[config.mk]
export PLATFORM = sky130hd
export DESIGN_NAME = pc_sequencer
export DESIGN_NICKNAME = d
export VERILOG_FILES = /design/src/rtl/pc_sequencer.sv
export SDC_FILE = /design/constraint.sdc
export NUM_CORES = 1
export LEC_CHECK = 0
export ABC_AREA = 1
export CAP_MARGIN = 20
export CORE_AREA = 4 4 80 119
export DETAILED_ROUTE_END_ITERATION = 8
export DIE_AREA = 0 0 84 123
export PLACE_DENSITY_LB_ADDON = 0.1
export SYNTH_ARGS = -nofsm -noshare
export SYNTH_HDL_FRONTEND = slang
export SYNTH_SLANG_ARGS = --single-unit
[constraint.sdc]
create_clock -name clk -period 2 [get_ports clk]
set_clock_uncertainty 0.05 [all_clocks]
set_input_delay 0.3 -clock clk [delete_from_list [all_inputs] [get_ports clk]]
set_output_delay 0.3 -clock clk [all_outputs]
set_load 0.05 [all_outputs]
[src/rtl/pc_sequencer.sv]
// pc_sequencer: program-counter sequencer.
//
// This block drives the PC into the instruction ROM. It reads back the
// decoded opcode and uses it to pick the next PC: increment, jump,
// conditional branch, halt, or the illegal TBA opcode. The datapath
// supplies the jump/branch target and the branch condition.
//
// State table:
//   state | meaning
//   IDLE  | after reset; waits for start, ignores opcode
//   RUN   | retires one instruction per unstalled cycle
//   HALT  | stopped by HALT/TBA; waits for start to restart
//
// Ports:
//   clk          in   system clock, rising edge
//   reset        in   synchronous active-high reset (highest priority)
//   start        in   begin execution at start_addr (IDLE/HALT only)
//   start_addr   in   first PC to execute
//   opcode       in   opcode at current pc (combinational from ROM)
//   branch_cond  in   1 = take the current conditional branch
//   target       in   jump/branch destination
//   stall        in   freezes RUN for the cycle
//   pc           out  current program counter (registered)
//   running      out  high in RUN
//   halted       out  high in HALT
//   illegal      out  sticky, set when TBA is executed
//   retire       out  one-cycle pulse per completed instruction
//   instr_count  out  retired-instruction count, saturating
module pc_sequencer #(
    parameter int              PC_W     = 16,
    parameter logic [PC_W-1:0] RESET_PC = '0,
    parameter int              CNT_W    = 16
) (
    input  logic              clk,
    input  logic              reset,
    input  logic              start,
    input  logic [PC_W-1:0]   start_addr,
    input  logic [3:0]        opcode,
    input  logic              branch_cond,
    input  logic [PC_W-1:0]   target,
    input  logic              stall,
    output logic [PC_W-1:0]   pc,
    output logic              running,
    output logic              halted,
    output logic              illegal,
    output logic              retire,
    output logic [CNT_W-1:0]  instr_count
);

    typedef enum logic [1:0] {
        ST_IDLE = 2'd0,
        ST_RUN  = 2'd1,
        ST_HALT = 2'd2
    } state_t;

    localparam logic [3:0] OP_JMP  = 4'b0010;
    localparam logic [3:0] OP_BNE  = 4'b1010;
    localparam logic [3:0] OP_BEQ  = 4'b1011;
    localparam logic [3:0] OP_BLT  = 4'b1100;
    localparam logic [3:0] OP_HALT = 4'b1110;
    localparam logic [3:0] OP_TBA  = 4'b1111;

    localparam logic [CNT_W-1:0] CNT_MAX = '1;

    state_t            state_q, state_d;
    logic [PC_W-1:0]   pc_q, pc_d;
    logic              illegal_q, illegal_d;
    logic              retire_q, retire_d;
    logic [CNT_W-1:0]  cnt_q, cnt_d;

    logic [PC_W-1:0]   pc_inc;
    logic [CNT_W-1:0]  cnt_inc;

    // The PC wraps modulo 2^PC_W, and the counter sticks at all-ones.
    assign pc_inc  = pc_q + 1'b1;
    assign cnt_inc = (cnt_q == CNT_MAX) ? cnt_q : cnt_q + 1'b1;

    always_ff @(posedge clk) begin
        if (reset) begin
            state_q   <= ST_IDLE;
            pc_q      <= RESET_PC;
            illegal_q <= 1'b0;
            retire_q  <= 1'b0;
            cnt_q     <= '0;
        end else begin
            state_q   <= state_d;
            pc_q      <= pc_d;
            illegal_q <= illegal_d;
            retire_q  <= retire_d;
            cnt_q     <= cnt_d;
        end
    end

    always_comb begin
        state_d   = state_q;
        pc_d      = pc_q;
        illegal_d = illegal_q;
        retire_d  = 1'b0;
        cnt_d     = cnt_q;

        unique case (state_q)
            ST_IDLE, ST_HALT: begin
                // stall has no effect outside RUN
                if (start) begin
                    state_d   = ST_RUN;
                    pc_d      = start_addr;
                    cnt_d     = '0;
                    illegal_d = 1'b0;
                end
            end

            ST_RUN: begin
                // start is ignored here: there is no restart while running
                if (!stall) begin
                    retire_d = 1'b1;
                    cnt_d    = cnt_inc;
                    unique case (opcode)
                        OP_JMP: pc_d = target;
                        OP_BNE, OP_BEQ, OP_BLT:
                            pc_d = branch_cond ? target : pc_inc;
                        OP_HALT: state_d = ST_HALT;
                        OP_TBA: begin
                            state_d   = ST_HALT;
                            illegal_d = 1'b1;
                        end
                        default: pc_d = pc_inc;
                    endcase
                end
            end

            default: state_d = ST_IDLE;
        endcase
    end

    assign pc          = pc_q;
    assign running     = (state_q == ST_RUN);
    assign halted      = (state_q == ST_HALT);
    assign illegal     = illegal_q;
    assign retire      = retire_q;
    assign instr_count = cnt_q;

endmodule

==> impl_metrics.ini <==
[pwr]
switching_share_pct = 34.5
seqPwrFrac_pct = 34.6
pwr-share-clk_pct = 33.9
power_mw = 2.40
p_switching_mw = 0.828
power_frac_comb_pct = 31.5
leakage_nw = 1.42
max-vdd-ir-drop_mv = 0.290
p_per_area_nw_per_um2 = 658
intPower_mw = 1.57

[grt]
grt_pass1_wl_um = 14600
grt_pass1_vias = 2993
grt.overflow.total = 0
grt.total_usage_pct = 17.7
antenna_found_initial = 0
grt_max_degree = 20

[floorplan]
die_w_um = 84
io-pin-count = 77
die_h_um = 123
dieArea_um2 = 10300
core_um2 = 8410
rows = 41
initial_utilization_pct = 29.8

[cells_and_area]
n_fill_cell = 921
multi_input_area_um2 = 1560
seq_area_um2 = 724
antenna_cells = 0
area_growth_pct = 45.1
stdcell_area_um2 = 3640
drive_gt1_share_pct = 11.0
final_util_pct = 43.3
nets = 560

[detailed_routing]
drt_iter0_drc = 84
wl_met1_um = 3460
wl_met3_um = 372
wl_per_cell_um = 14.1
top_layer = met4
vias_per_cell = 4.82
wl_um = 8830
drt-pass1-iter-count = 4
vias = 3013
routed-wl-met2_um = 4720
drc = 0
drtAntennaViolNets = 0

[synthesis]
yosys.area.top_type_share_pct = 28.7
synth_edf_count = 0
synth.most_common_cell = nand2_1
synthArstFlopShare_pct = 0
syn_inst = 428
yosys_warnings = 0
synth_area_leaders = dfxtp_1 29%, nand2_1 18%, nor2_1 13%
synth_nets = 471
netlist_top_cells_count = 117 x nand2_1, 88 x nor2_1, 43 x a21oi_1
ys.flop_type = dfxtp_1
yosysSeqAreaShare_pct = 28.7
syn_area_um2 = 2510
synth_top_area_cell = dfxtp_1
synth_area_per_cell_um2 = 5.86
yosysUniqueCellTypes = 32
synth-seq-cells = 36

[timing]
finalSetupViolCount = 0
relSlewSlack_pct = 64.0
fin_crit_ps = 1960
finalSetupTns_ps = 0
worst_pin_slew_ps = 539
slew_violations = 0
fmax_mhz = 511
period_share_pct = 97.8
rsz0062_at_grt = no
hold_violations = 0

[placed_design]
portBuffers = 76
dp_hpwl_um = 6750
placed_area_um2 = 3490
gp_congestion = 0.958

[cts]
clock_path_buffers = 2
ctsHoldBuffers = 0
post_cts_buffers = 0
cts_tree = done
path_clk_slew_ps = 50
cts-root-buf = clkbuf_16
cts_htree_levels = 2
clock_sinks = 36
cts_buffers = 5
clk_latency_ps = 280

[worst_setup_path]
criticalPathCategory = register to primary output
end_kind = primary output
start_kind = register
crit_arrival_ps = 1610
crit_fanout = 7
cp.required_ps = 1650

[flow_run]
maxCapViolCount = 0

[status]
status = complete, no violations

[hold_path]
hp-class = register to register
-- cell type report --
type,count,area share (%)
Sequential cell,36,19.9
Tap cell,107,3.68
Multi-Input combinational cell,338,42.7
Clock buffer,8,4.02
Inverter,40,4.12
Timing Repair Buffer,96,25.6
-- path summary, 6_finish.rpt --
check,from,to,slack (ps),depth (start not counted)
setup / recovery,instr_count[0],instr_count[0],40,2
hold / removal,illegal,illegal,430,2
setup reg to reg,pc[1],pc[14],300,9
hold reg to reg,illegal,illegal,430,2
-- power by group through the flow --
stage	Sequential (mW)	Clock (mW)	Combinational, mW
CTS	0.827	0.837	0.763
detailed placement	0.843	0	0.761
global placement	0.843	0	0.757
floorplan	0.973	0	0.307
global route	0.836	0.861	0.830
finish	0.828	0.812	0.756
-- worst max-delay path: stages (launching register included) --
cell             delay, ps
dfxtp_2                360
buf_4                  160
clkdlybuf4s50_1        810
-- kinds of logic after synthesis --
kind of cell | count (synthesis) | share of synthesized area [%]
compound gates | 69 | 15.2
xor+xnor | 5 | 1.75
fa+ha+maj | 2 | 0.997
buf+inv | 54 | 9.28
flops | 36 | 28.7
simple gates | 262 | 44.0
-- placed cells by master, fill, tap and decap left out, types with 2 or more instances in the layout --
master,count
a21oi_1,43
a21oi_2,2
buf_12,4
buf_4,30
clkbuf_1,2
clkbuf_16,5
clkdlybuf4s50_1,61
dfxtp_1,33
dfxtp_2,3
ha_1,2
inv_1,37
inv_2,2
nand2_1,117
nand3_1,31
nand3_2,2
nand4_1,12
nor2_1,88
nor3_1,5
o211ai_1,3
o21ai_0,13
o21ai_2,3
o21bai_1,3
xnor2_1,4
-- metal layers --
layer | GRT usage [%] | vias to the layer above
met5 | 0 | -
met4 | 7.44 | 0
met3 | 3.20 | 18
met2 | 34.0 | 87
met1 | 18.9 | 1352
li1 | - | 1556
-- state kept, by name, indices dropped and copies added (netlist names) --
register and cells:
instr_count 16, pc 16, state_q 2, illegal 1, retire 1
-- through the flow --
stage	setup WS, ps	hold slack (ps)	std cells
global placement	76.8	436	617
finish	44.7	432	625
CTS	13.6	446	625
detailed placement	16.9	433	617
floorplan	14.3	329	428
global route	1.80	469	625
-- repair_timing --
action,CTS,global route
endpoints found under the hold margin,0,0
endpoints found under the setup margin,0,1
gates resized for setup,0,3
(Power assumes the default switching activity.)
